==> src/rtl/ps2_host_tx.sv <==
// PS/2 host-to-device transmitter: inhibits the bus, issues a request,
// clocks out one command byte with odd parity and captures the ACK.
module ps2_host_tx #(
  parameter int INHIBIT_CYCLES = 10000,
  parameter int TIMEOUT_CYCLES = 2000000
) (
  input  logic       clk,
  input  logic       clrn,
  input  logic       wr,
  input  logic [7:0] wdata,
  input  logic       ps2_clk_in,
  input  logic       ps2_data_in,
  output logic       ps2_clk_oe,
  output logic       ps2_data_oe,
  output logic       busy,
  output logic       done,
  output logic       ack_ok,
  output logic       err
);

  localparam int MAXC = (INHIBIT_CYCLES > TIMEOUT_CYCLES) ?
                        INHIBIT_CYCLES : TIMEOUT_CYCLES;
  localparam int CW = $clog2(MAXC + 1);
  localparam logic [CW-1:0] INH_LAST = CW'(INHIBIT_CYCLES - 1);
  localparam logic [CW-1:0] TO_LIMIT = CW'(TIMEOUT_CYCLES);

  typedef enum logic [2:0] {
    IDLE, INHIBIT, REQ, SEND, ACK, WAIT_IDLE
  } state_t;

  state_t state, next;

  logic          clk_s1, clk_s2, clk_s3;
  logic          data_s1, data_s2;
  logic [CW-1:0] cnt;
  logic [3:0]    edge_cnt;
  logic [7:0]    wbyte;
  logic          parity;
  logic          dreg;
  logic          ack_smp;
  logic          fall;
  logic          in_frame;
  logic          timeout;
  logic          lines_idle;

  assign fall       = clk_s3 & ~clk_s2;
  assign in_frame   = (state == SEND) || (state == ACK);
  assign timeout    = in_frame && !fall && (cnt == TO_LIMIT);
  assign lines_idle = clk_s2 & data_s2;

  // State register
  always_ff @(posedge clk) begin
    if (!clrn) state <= IDLE;
    else       state <= next;
  end

  // Next-state decode; an edge beats a simultaneous timeout
  always_comb begin
    next = state;
    unique case (state)
      IDLE:      if (wr) next = INHIBIT;
      INHIBIT:   if (cnt == INH_LAST) next = REQ;
      REQ:       next = SEND;
      SEND: begin
        if (fall && edge_cnt == 4'd9) next = ACK;
        else if (timeout)             next = IDLE;
      end
      ACK: begin
        if (fall)         next = WAIT_IDLE;
        else if (timeout) next = IDLE;
      end
      WAIT_IDLE: if (lines_idle) next = IDLE;
      default:   next = IDLE;
    endcase
  end

  // Synchronizers, counters, bit shifting and ACK capture
  always_ff @(posedge clk) begin
    if (!clrn) begin
      clk_s1   <= 1'b1;
      clk_s2   <= 1'b1;
      clk_s3   <= 1'b1;
      data_s1  <= 1'b1;
      data_s2  <= 1'b1;
      cnt      <= '0;
      edge_cnt <= '0;
      wbyte    <= '0;
      parity   <= 1'b0;
      dreg     <= 1'b0;
      ack_smp  <= 1'b0;
      ack_ok   <= 1'b0;
    end else begin
      clk_s1  <= ps2_clk_in;
      clk_s2  <= clk_s1;
      clk_s3  <= clk_s2;
      data_s1 <= ps2_data_in;
      data_s2 <= data_s1;
      unique case (state)
        IDLE: begin
          if (wr) begin
            wbyte    <= wdata;
            parity   <= ~^wdata;
            cnt      <= '0;
            edge_cnt <= '0;
          end
        end
        INHIBIT: begin
          cnt  <= cnt + CW'(1);
          dreg <= 1'b1;
        end
        REQ: begin
          cnt      <= '0;
          edge_cnt <= '0;
          dreg     <= 1'b1;
        end
        SEND: begin
          if (fall) begin
            cnt      <= '0;
            edge_cnt <= edge_cnt + 4'd1;
            if (edge_cnt < 4'd8)
              dreg <= ~wbyte[edge_cnt[2:0]];
            else if (edge_cnt == 4'd8)
              dreg <= ~parity;
            else
              dreg <= 1'b0;
          end else if (!timeout) begin
            cnt <= cnt + CW'(1);
          end
        end
        ACK: begin
          if (fall) begin
            ack_smp  <= ~data_s2;
            edge_cnt <= 4'd11;
          end else if (!timeout) begin
            cnt <= cnt + CW'(1);
          end
        end
        WAIT_IDLE: if (lines_idle) ack_ok <= ack_smp;
        default: ;
      endcase
    end
  end

  // Line drivers and status outputs; reset releases lines at once
  always_comb begin
    ps2_clk_oe  = 1'b0;
    ps2_data_oe = 1'b0;
    done        = 1'b0;
    err         = 1'b0;
    busy        = (state != IDLE);
    if (clrn) begin
      ps2_clk_oe  = (state == INHIBIT) || (state == REQ);
      ps2_data_oe = (state == REQ) || (in_frame && dreg);
      done        = (state == WAIT_IDLE) && lines_idle;
      err         = timeout;
    end
  end

endmodule
==> config.mk <==
export PLATFORM = sky130hd
export DESIGN_NAME = ps2_host_tx
export DESIGN_NICKNAME = d
export VERILOG_FILES = /design/src/rtl/ps2_host_tx.sv
export SDC_FILE = /design/constraint.sdc
export NUM_CORES = 1
export LEC_CHECK = 0
export BUFFER_PORTS_ARGS = -buffer_cell sky130_fd_sc_hd__buf_2
export CORE_MARGIN = 2
export CORE_UTILIZATION = 35
export DETAILED_ROUTE_END_ITERATION = 6
export GPL_ROUTABILITY_DRIVEN = 0
export HOLD_SLACK_MARGIN = 0.02
export PLACE_DENSITY = 0.5
export SYNTH_ARGS = -nofsm -noshare
export SYNTH_HDL_FRONTEND = slang
export SYNTH_SLANG_ARGS = --single-unit
==> constraint.sdc <==
create_clock -name clk -period 6.6 [get_ports clk]
set_input_delay 0.66 -clock clk [delete_from_list [all_inputs] [get_ports clk]]
set_output_delay 0.66 -clock clk [all_outputs]
set_load 0.005 [all_outputs]
==> results summary, run 1 <==
The run finished with clean final reports. The initial antenna violation count is 0. The worst-case hold slack came out at 0.415 ns. The predominant post-synthesis flop cell is sky130_fd_sc_hd__dfxtp_1.

The die area is 0.00803 mm². The pre-CTS setup slack came out at 3.49 ns. After synthesis, the share of flip-flops with an asynchronous set or reset is 0. The total of endpoints with negative setup slack in the final report came out at 0.

The top-area cell type share of the netlist area is 0.351. The clock transition at the registers of the reported paths came out at 0.09 ns. The portion of the post-synthesis area used by sequential elements is 0.351. The maximum clock frequency came out at 0.314 GHz.

The floorplan has 31 rows. The number of filler instances in the final layout came out at 740. The total nets after synthesis is 336. In this run the standard cell core region covers 0.00718 mm². The detailed router's first-iteration violation count came out at 149.

The final-stage net count is 346. Setup repair after global routing left no endpoint under its margin. The number of gates resized after CTS was 0. The arrival time of data at the critical path endpoint is 2.52 ns. The total wire length after detailed routing is 6.61 mm. The number of flip-flops and latches in the synthesized netlist came out at 45. In this run the post-CTS setup repair buffer count came out at 0.

The number of flops mapped to enable cells by yosys came out at 0. The tree is rooted in a sky130_fd_sc_hd__clkbuf_8. The number of global-route vias before repair came out at 2,203. Subtracting the final worst setup slack from the clock period gives 3.18 ns. The worst hold path belongs to the class register to register. In this run the static leakage power is 0.964 nW.

The utilization after layout is 0.391. The post-route fraction of the period consumed by the critical path came out at 0.482. The total negative slack is 0 ns.

The floorplan die height is 89.6 µm. The summed instance area of the synthesized netlist came out at 0.00257 mm². The areal power density over the cells is 209 mW/mm².

The instance area after placement came out at 0.00271 mm². The repair_antennas step left the layout with diodes totalling 0. With fillers left out, the area of the finished cells amounts to 0.00280 mm². By area the synthesized netlist is led by sky130_fd_sc_hd__dfxtp_1 35%, sky130_fd_sc_hd__nand2_1 6.6%, sky130_fd_sc_hd__a21oi_1 4.5%, sky130_fd_sc_hd__nand3_1 3.5%, sky130_fd_sc_hd__nor2_1 3.4%. The worst setup path is captured at an output pin. The routed via count is 2,400. The number of hold buffers added after CTS came out at 0. Measured in cells, the most critical reg-to-reg path has a length of 8.

The peak fanout along the critical path came out at 11. The number of port buffers is 18. Sorting the synthesized cells by how often they occur yields 45 x sky130_fd_sc_hd__dfxtp_1, 45 x sky130_fd_sc_hd__nand2_1, 23 x sky130_fd_sc_hd__a21oi_1, 23 x sky130_fd_sc_hd__nor2_1, 18 x sky130_fd_sc_hd__nand3_1. The H-tree level count came out at 2.

The post-detailed-route DRC marker count came out at 0. The later pin in the worst-skew pair is clocked with a latency of 0.30 ns. The number of hold violations in the final report is 0.

The detailed-route wire length per cell is 15.4 µm. Once detailed placement completed, the half-perimeter wirelength came to 4.73 mm. The final count of pins violating max slew came out at 0.

TritonCTS built the clock tree. The worst slew slack as a fraction of its limit is 0.346. Entering global routing, the biggest net connects 27 pins. After synthesis, the mean cell area works out to 8.07 µm². The final clock skew is 0.0127 ns.

The setup slack of the most critical reg-to-reg path came out at 3.79 ns. The synthesized design spends more area on one cell type than any other, namely sky130_fd_sc_hd__dfxtp_1. Summing all multi-input logic gate instances after layout gives 0.00155 mm². The I/O pin count came out at 19.

The count of warnings emitted by yosys came out at 0. The width of the chip came out at 89.6 µm. The clock drives 45 sinks. The number of buffers inserted during clock tree synthesis came out at 5. The average vias per placed instance came out at 5.61. The global-route usage over all layers is 0.178.

For this run, the detailed router's first-pass iteration total came to 4. The max-capacitance violation count came out at 0. The transition time at the pin with the least slew margin came out at 0.973 ns.

The count of placed standard cells including taps is 420. The required time at the endpoint of the critical path came out at 5.94 ns. By startpoint and endpoint, the worst setup path is classified as register to output pin. The number of standard cells in the final layout excluding fillers came out at 428. The initial standard-cell utilization of the core came out at 0.358.

The flip-flop and latch area is 901 µm². Setup slack on the critical path of the routed design comes to 3.42 ns. The number of instances in the synthesized netlist came out at 318. The overall power came out at 0.585 mW.

The post-route antenna net violation count came out at 0. The worst setup path is launched from a register. Compared with the post-synthesis result, the final layout area differs by 9.26%. The wire length of the first global-routing pass is 11.2 mm. The worst-case IR drop observed on VDD is 0.0770 mV.

After synthesis, the netlist uses 55 different library cells. The final global-route overflow total is 0. The ratio of cells with drive above 1 in the final layout is 0.112. Counting instances, the worst hold path has a depth of 1. Counting along the longest clock path gives a buffer depth of 2.
state kept, by name, indices dropped and copies added, names as in the netlist, 3 cells and up:
register and count:
cnt 21, edge_cnt 4, state 3, wbyte 8
final timing paths:
path	to	startpoint
worst max-delay path	err	cnt[0]$_SDFFE_PN0P_
worst min-delay path	clk_s2$_SDFF_PN1_	clk_s1$_SDFF_PN1_
worst max register to register	cnt[19]$_SDFFE_PN0P_	cnt[0]$_SDFFE_PN0P_
worst min register to register	clk_s2$_SDFF_PN1_	clk_s1$_SDFF_PN1_
critical path: stages, from the launching register on:
cell and delay, ns:
sky130_fd_sc_hd__dfxtp_1 0.36, sky130_fd_sc_hd__inv_1 0.09, sky130_fd_sc_hd__ha_1 0.20, sky130_fd_sc_hd__nand4b_4 0.10, sky130_fd_sc_hd__or4b_4 0.55, sky130_fd_sc_hd__or4_4 0.65
sky130_fd_sc_hd__nor2_1 0.14, sky130_fd_sc_hd__buf_2 0.14
logic make-up after synthesis:
kind of cell             after synthesis  share of synthesized area
AO/OA/AOI/OAI                         68                      0.174
XOR/XNOR                              12                     0.0410
adder cells (fa/ha/maj)                5                     0.0244
buffers and inverters                 25                     0.0444
flip-flops                            45                      0.351
multiplexers                           6                     0.0332
AND/OR/NAND/NOR                      157                      0.333
report_power, final:
part	leakage (nW)	switching (mW)	internal, mW	total [mW]
clock network	0.0512	0.101	0.0851	0.186
registers	0.366	0.0146	0.283	0.298
logic	0.547	0.0620	0.0392	0.101
total	0.964	0.178	0.408	0.585
routing by layer:
layer | GRT usage | wire, µm
met1 | 0.261 | 3330
met2 | 0.271 | 2920
met3 | 0.0265 | 290
met4 | 0.0488 | 64
met5 | 0 | 0
area by class of cell:
cell class | count | share of cell area
clock buffer | 6 | 0.0295
clock inverter | 2 | 0.00491
inverter | 9 | 0.0120
multi-input combinational | 248 | 0.553
sequential | 45 | 0.321
tap | 99 | 0.0442
timing repair buffer | 19 | 0.0348
layout by cell type, fill, tap and decap left out, drive strengths merged, types with 4 or more instances in the layout:
cell type	n
nand3	18
nand2	45
o21a	4
dfxtp	45
xnor2	9
or4	10
mux2i	4
ha	5
inv	8
nor3	9
nor2b	5
nand4	13
buf	19
nor4	5
nor2	23
clkbuf	6
nand2b	12
o21ai	7
a21oi	23
a31oi	8
o41ai	4
(Power assumes the default switching activity.)
==> inputs of run 2 (changes only) <==
--- a/config.mk
+++ b/config.mk
@@ -11,7 +11,7 @@
 export DETAILED_ROUTE_END_ITERATION = 6
 export GPL_ROUTABILITY_DRIVEN = 0
 export HOLD_SLACK_MARGIN = 0.02
-export PLACE_DENSITY = 0.5
+export PLACE_DENSITY = 0.52
 export SYNTH_ARGS = -nofsm -noshare
 export SYNTH_HDL_FRONTEND = slang
 export SYNTH_SLANG_ARGS = --single-unit
==> constraint.sdc (replaced) <==
create_clock -name clk -period 2.6 [get_ports clk]
set_input_delay 0.26 -clock clk [delete_from_list [all_inputs] [get_ports clk]]
set_output_delay 0.26 -clock clk [all_outputs]
set_load 0.005 [all_outputs]
==> run 2 against run 1 <==
Against the previous run:
- clock skew is 0.0019 ns lower
- highest routed layer unchanged
- sequential share of layout area is 1.4 points lower
- register-to-register slack worse by 3.5 ns
- largest power group unchanged
- critical endpoint unchanged
==> results summary, run 2 (same netlist as run 1, synthesis figures left out) <==
The run finished with clean final reports. The total of endpoints with negative setup slack in the final report is 0 (unchanged). The proportion of total power due to net switching came out at 0.297 (-0.00651). The clock transition at the registers of the reported paths came to 0.10 ns (about the same). The type of element launching the critical path is a register. The number of hold violations in the final report is 0 (unchanged).

The arrival time of data at the critical path endpoint is 2.25 ns (-0.27 ns). The root cell of the clock tree is sky130_fd_sc_hd__clkbuf_8. The leakage power of the design came to 1.04 nW (+7.9%). The wire length of the first global-routing pass came out at 11.0 mm (-1.8%). The half-perimeter wire length after detailed placement is 4.79 mm (+1.2%). The final clock skew is 0.0107 ns (-0.00191 ns). The transition time at the pin with the least slew margin came out at 0.632 ns (-0.341 ns). The H-tree level count is 2 (unchanged). The total negative slack came out at 0 ns (unchanged). The initial antenna violation count is 0 (unchanged). The internal power is 1.13 mW (+180%). The TritonCTS clock tree is yes. The critical path goes through inv_1 -> ha_2 -> nand4b_4 -> or4b_4 -> or4_4 -> nor2_1 -> buf_2. On the critical path, the stage with the largest delay is an instance of sky130_fd_sc_hd__or4b_4.

The max-capacitance violation count came out at 0 (unchanged). The number of flip-flops in the largest register came out at 21 (unchanged). The detailed-route wire length per cell is 15.1 µm (-2.2%). The min-delay analysis places its worst path in the category input pin to register.

The net switching power is 0.479 mW (+170%). The initial standard-cell utilization of the core came to 0.358 (unchanged). The I/O pin count came to 19 (unchanged). The number of buffers on the longest clock path is 2 (unchanged). The source-to-sink clock delay at the later pin of the worst-skew pair is 0.31 ns (about the same).

The number of port buffers came out at 18 (unchanged). The first-pass detailed-route iteration total is 4 (unchanged). Routed signal wires occupy layers up through met4. The number of global-route vias before repair came out at 2,101 (-4.6%). The critical path class is register to output pin. The maximum vdd drop was 0.264 mV (+240%). The delay of the slowest cell on the worst path is 0.54 ns (-0.11 ns). The required time at the endpoint of the critical path came out at 2.34 ns (-3.60 ns).

The post-route antenna net violation count came to 0 (unchanged). The worst-case hold slack is 0.116 ns (-0.299 ns). The routed via count came to 2,455 (+2.3%). The maximum clock frequency is 0.398 GHz. The final-stage net count is 360 (+4.0%). The register share of total power is 0.467 (-0.042). The library cell used most frequently in the layout, excluding fill and tap cells, is sky130_fd_sc_hd__nand2_1. The number of sinks driven by the clock tree came out at 45 (unchanged). The total wire length after detailed routing came out at 6.67 mm (+0.97%). The number of buffers inserted during clock tree synthesis was 5 (unchanged). The pre-CTS setup slack is 0.207 ns (-3.28 ns). The worst slew slack as a fraction of its limit is 0.575 (+0.229). The final global-route overflow total came to 0 (unchanged). The areal power density over the cells came to 550 mW/mm² (+160%).

The routed length on met2 is 2.92 mm (+0.17%). The area of the core region came out at 0.00718 mm² (unchanged). Dividing the final minimum period by the clock period gives 0.966.

Setup repair after global routing left no endpoint under its margin. More flip-flops sit in one register than any other, and that register is cnt. The relative area change from synthesis to final layout is 14.3%. The final count of pins violating max slew came out at 0 (unchanged).

The post-detailed-route DRC marker count is 0 (unchanged). The die area came to 0.00803 mm² (unchanged). The average vias per placed instance is 5.55 (-0.95%). The detailed-routed wire length on met3 is 484 µm (+67%). The largest registers in the layout are cnt: 21 flops, wbyte: 8 flops, edge_cnt: 4 flops. The share of power burned in combinational logic came to 0.180 (+0.007). The number of rows created at floorplan came out at 31 (unchanged). The detailed router's first-iteration violation count is 198 (+33%). The floorplan die height is 89.6 µm (unchanged). The clock network fraction of design power came out at 0.354 (+0.036). The ratio of cells with drive above 1 in the final layout came out at 0.155 (+0.0421). In the layout the commonest cells are 45 x sky130_fd_sc_hd__nand2_1, 44 x sky130_fd_sc_hd__dfxtp_1, 23 x sky130_fd_sc_hd__nor2_1, 23 x sky130_fd_sc_hd__a21oi_1. The number of filler instances in the final layout came out at 751 (+1.5%). The setup slack of the critical path after layout is 0.0893 ns (-3.33 ns). The pin count of the biggest net entering global routing came out at 23 (-15%). The final critical-path required period came out at 2.51 ns. The global-route usage over all layers came out at 0.179 (+0.00116). The overall power came to 1.61 mW (+180%). The peak fanout along the critical path came out at 5 (-6). The worst setup path is captured at an output pin. The width of the chip came out at 89.6 µm (unchanged).

The total inserted antenna cells is 0 (unchanged). The detailed-route wire length on metal 1 came out at 3.17 mm (-4.9%).
==> run 2: final timing paths <==
path | from | end | slack, ns | depth (start not counted)
worst max-delay path | cnt[0]$_SDFFE_PN0P_ | err | 0.09 | 7
worst min-delay path | ps2_data_in | data_s1$_SDFF_PN1_ | 0.12 | 2
worst max register to register | cnt[0]$_SDFFE_PN0P_ | cnt[2]$_SDFFE_PN0P_ | 0.31 | 8
worst min register to register | clk_s1$_SDFF_PN1_ | clk_s2$_SDFF_PN1_ | 0.42 | 1
==> run 2: timing repair <==
action                                  in CTS  in global routing
endpoints found under the hold margin        0                  0
setup buffers                                1                  0
hold buffers                                 0                  0
endpoints found under the setup margin       1                  1
gates resized for setup                      0                  2
pin swaps                                    1                  0
==> run 2: area by class of cell <==
class,instances,area [µm²],share of cell area
clock buffer,5,68.8,0.0235
multi-input combinational,248,1550,0.530
tap,99,124,0.0422
timing repair buffer,33,203,0.0691
sequential,45,902,0.308
inverter,9,33.8,0.0115
clock inverter,3,47.5,0.0162
==> run 2: critical path: cells and delay by family (launching register included) <==
kind | cells | cell delay [ns]
DFF | 1 | 0.35
adders and majority gates | 1 | 0.20
buffers and inverters | 2 | 0.20
and+or+nand+nor | 4 | 1.20
==> run 2: routing by layer <==
| layer | global-route usage | vias up |
|---|---|---|
| li1 | - | 1229 |
| met1 | 0.268 | 1140 |
| met2 | 0.253 | 79 |
| met3 | 0.0411 | 7 |
| met4 | 0.0516 | 0 |
| met5 | 0 | - |
==> run 2: power groups by stage <==
stage	sequential (mW)	combinational (mW)	clock (mW)
floorplan	0.752	0.206	0
finish	0.752	0.289	0.570
detailed placement	0.767	0.287	0
global placement	0.767	0.287	0
CTS	0.751	0.288	0.583
global route	0.758	0.325	0.603
==> run 2: metrics by stage <==
step	util	instances	area (µm²)
global route	0.409	442	2930
CTS	0.408	442	2930
finish	0.409	442	2930
global placement	0.391	433	2810
floorplan	-	318	2570
detailed placement	0.391	433	2810
==> inputs of run 3 (changes only) <==
==> constraint.sdc (replaced) <==
create_clock -name clk -period 2.6 [get_ports clk]
set_input_delay 0.78 -clock clk [delete_from_list [all_inputs] [get_ports clk]]
set_output_delay 0.78 -clock clk [all_outputs]
set_load 0.005 [all_outputs]
==> run 3 against run 2 <==
Against the previous run:
- final cell count grew 4.3%
- power up 6.1%
- the flow now finishes with violations (negative setup slack)
- sequential share of layout area decreased by 1.8 points
- critical path type unchanged
- via count rose by 0.69%
==> results summary, run 3 (same netlist as run 1, synthesis figures left out) <==
The flow ran to the end, but the final reports show violations. The checks that failed: negative setup slack. The max-capacitance violation count came out at 0 (unchanged). The register bank with the most flops is cnt. The number of global-route vias before repair is 2,286 (+8.8%). The root cell of the clock tree is sky130_fd_sc_hd__clkbuf_8. The net switching power is 0.473 mW (-1.3%). The largest individual stage delay along the critical path comes from the cell sky130_fd_sc_hd__or4_4. The routed via count was 2,472 (+0.69%). The number of buffers inserted during clock tree synthesis came to 5 (unchanged). The leakage power of the design is 1.15 nW (+11%). The post-detailed-route DRC marker count was 0 (unchanged).

The pre-CTS setup slack is 0.0217 ns (-0.185 ns). The clock transition at the registers of the reported paths is 0.09 ns (about the same). The commonest non-fill, non-tap cell in the layout is sky130_fd_sc_hd__nand2_1. The width of the chip came to 89.6 µm (unchanged). The required time at the endpoint of the critical path came out at 1.82 ns (-0.52 ns). The global-route usage over all layers is 0.186 (+0.00694).

Setup repair after global routing could not meet its margin everywhere. The total negative slack is -0.256 ns (-0.256 ns). The instance area after placement came out at 0.00296 mm² (+5.5%).

The I/O pin count came out at 19 (unchanged). The clock network fraction of design power is 0.380 (+0.026). The setup slack of the critical path after layout was -0.256 ns (-0.346 ns). The share of power burned in combinational logic is 0.183 (+0.003). The internal power came out at 1.24 mW (+9.3%). The post-route antenna net violation count is 0 (unchanged).

The final count of pins violating max slew was 0 (unchanged). The final clock skew came out at 0.00631 ns (-0.00444 ns). The final global-route overflow total came out at 0 (unchanged). The post-route fraction of the period consumed by the critical path came to 1.10 (+0.133). The utilization after layout is 0.434 (+0.0255).

The relative area change from synthesis to final layout is 21.4%. Leaving out fill and tap cells, the most frequent cells in the layout are 45 x sky130_fd_sc_hd__nand2_1, 44 x sky130_fd_sc_hd__dfxtp_1, 34 x sky130_fd_sc_hd__buf_4. The type of element launching the critical path is a register. The worst-case hold slack came out at 0.418 ns (+0.302 ns). The initial standard-cell utilization of the core was 0.358 (unchanged). The ratio of cells with drive above 1 in the final layout came to 0.210 (+0.0554).

The final critical-path required period was 2.86 ns (+0.346 ns). The number of sinks driven by the clock tree was 45 (unchanged). The detailed-route wire length per cell was 15.1 µm (+0.10%). The flip-flop and latch area is 902 µm² (unchanged). The number of standard cells in the final layout excluding fillers came out at 461 (+4.3%). The half-perimeter wire length after detailed placement came out at 5.16 mm (+7.7%). The area of the multi-input gates was 0.00157 mm² (+1.2%).

The total wire length after detailed routing came out at 6.96 mm (+4.4%). The number of flip-flops in the largest register is 21 (unchanged). The areal power density over the cells came to 549 mW/mm² (about the same). The arrival time of data at the critical path endpoint came out at 2.08 ns (-0.17 ns). The number of hold violations in the final report came out at 0 (unchanged).

The area of the core region is 0.00718 mm² (unchanged). The register share of total power is 0.436 (-0.031). The pin count of the biggest net entering global routing is 20 (-13%).

The number of hold buffers added after CTS came out at 0 (unchanged). The total inserted antenna cells came out at 0 (unchanged). The number of rows created at floorplan is 31 (unchanged). The final standard cell area without fillers is 0.00312 mm² (+6.2%).

The transition time at the pin with the least slew margin came out at 0.709 ns (+0.0773 ns). The final-stage net count is 379 (+5.3%). The initial antenna violation count came to 0 (unchanged).

The TritonCTS clock tree is yes. The tightest min-delay check is of the register to register type. The worst slew slack as a fraction of its limit came out at 0.523 (-0.0520).

The die area is 0.00803 mm² (unchanged). The wire length of the first global-routing pass is 11.5 mm (+5.0%). The H-tree level count came out at 2 (unchanged). The average vias per placed instance is 5.36 (-3.5%). The delay of the slowest cell on the worst path is 0.57 ns (+0.03 ns). The detailed router's first-iteration violation count is 180 (-9.1%). The count of placed standard cells including taps came out at 453 (+4.6%). In the final layout, the registers with the most flip-flops are cnt: 21 flops, wbyte: 8 flops, edge_cnt: 4 flops.

The total of endpoints with negative setup slack in the final report came to 1 (+1). The maximum vdd drop came to 0.285 mV (+7.7%). The source-to-sink clock delay at the later pin of the worst-skew pair came out at 0.31 ns (about the same). The signal on the critical path passes through nor2b_1 -> or4_1 -> or4_4 -> nor2_2 -> buf_2.

The maximum clock frequency is 0.350 GHz (-12%). The nature of the critical path endpoint is an output pin. The number of port buffers is 18 (unchanged). The critical path is of the register to output pin type. The peak fanout along the critical path is 3 (-2).

The overall power is 1.71 mW (+6.1%). The number of buffers on the longest clock path was 2 (unchanged). The first-pass detailed-route iteration total is 4 (unchanged). The proportion of total power due to net switching came to 0.276 (-0.0208). The number of filler instances in the final layout is 728 (-3.1%).

The floorplan die height is 89.6 µm (unchanged).
==> run 3: timing repair <==
item,4_1_cts,5_1_grt
gates resized for setup,4,1
buffers inserted,0,0
endpoints found under the setup margin,1,1
==> run 3: final cells by class <==
type,instances,share of cell area
repair buffers,52,0.111
well taps,99,0.0398
inverters,9,0.0108
flip-flops and latches,45,0.290
clock inverters,3,0.0221
multi-input cells,248,0.505
clock buffers,5,0.0221
==> run 3: path summary, 6_finish.rpt <==
| check | start | end | slack (ns) | cells after the start |
|---|---|---|---|---|
| worst max-delay path | clk_s3$_SDFF_PN1_ | err | -0.26 | 5 |
| worst max register to register | cnt[1]$_SDFFE_PN0P_ | cnt[18]$_SDFFE_PN0P_ | 0.23 | 7 |
| worst min-delay path | data_s1$_SDFF_PN1_ | data_s2$_SDFF_PN1_ | 0.42 | 1 |
| worst min register to register | data_s1$_SDFF_PN1_ | data_s2$_SDFF_PN1_ | 0.42 | 1 |
==> run 3: power groups by stage <==
stage	sequential (mW)	clock, mW	combinational, mW
finish	0.746	0.651	0.314
floorplan	0.752	0	0.206
global placement	0.761	0	0.307
global route	0.751	0.701	0.352
detailed placement	0.761	0	0.309
CTS	0.746	0.669	0.313
==> run 3: per-layer routing <==
| layer | share of wire | GRT usage | vias up |
|---|---|---|---|
| met5 | 0 | 0 | - |
| met4 | 0.015 | 0.0502 | 0 |
| met3 | 0.040 | 0.0338 | 7 |
| met2 | 0.44 | 0.273 | 64 |
| met1 | 0.51 | 0.278 | 1143 |
| li1 | - | - | 1258 |
==> run 3: worst max-delay path, delay by kind of cell (launching register included) <==
family                 cells  cell delay [ns]
AND/OR/NAND/NOR            4             1.35
flip-flops                 1             0.31
buffers and inverters      1             0.11
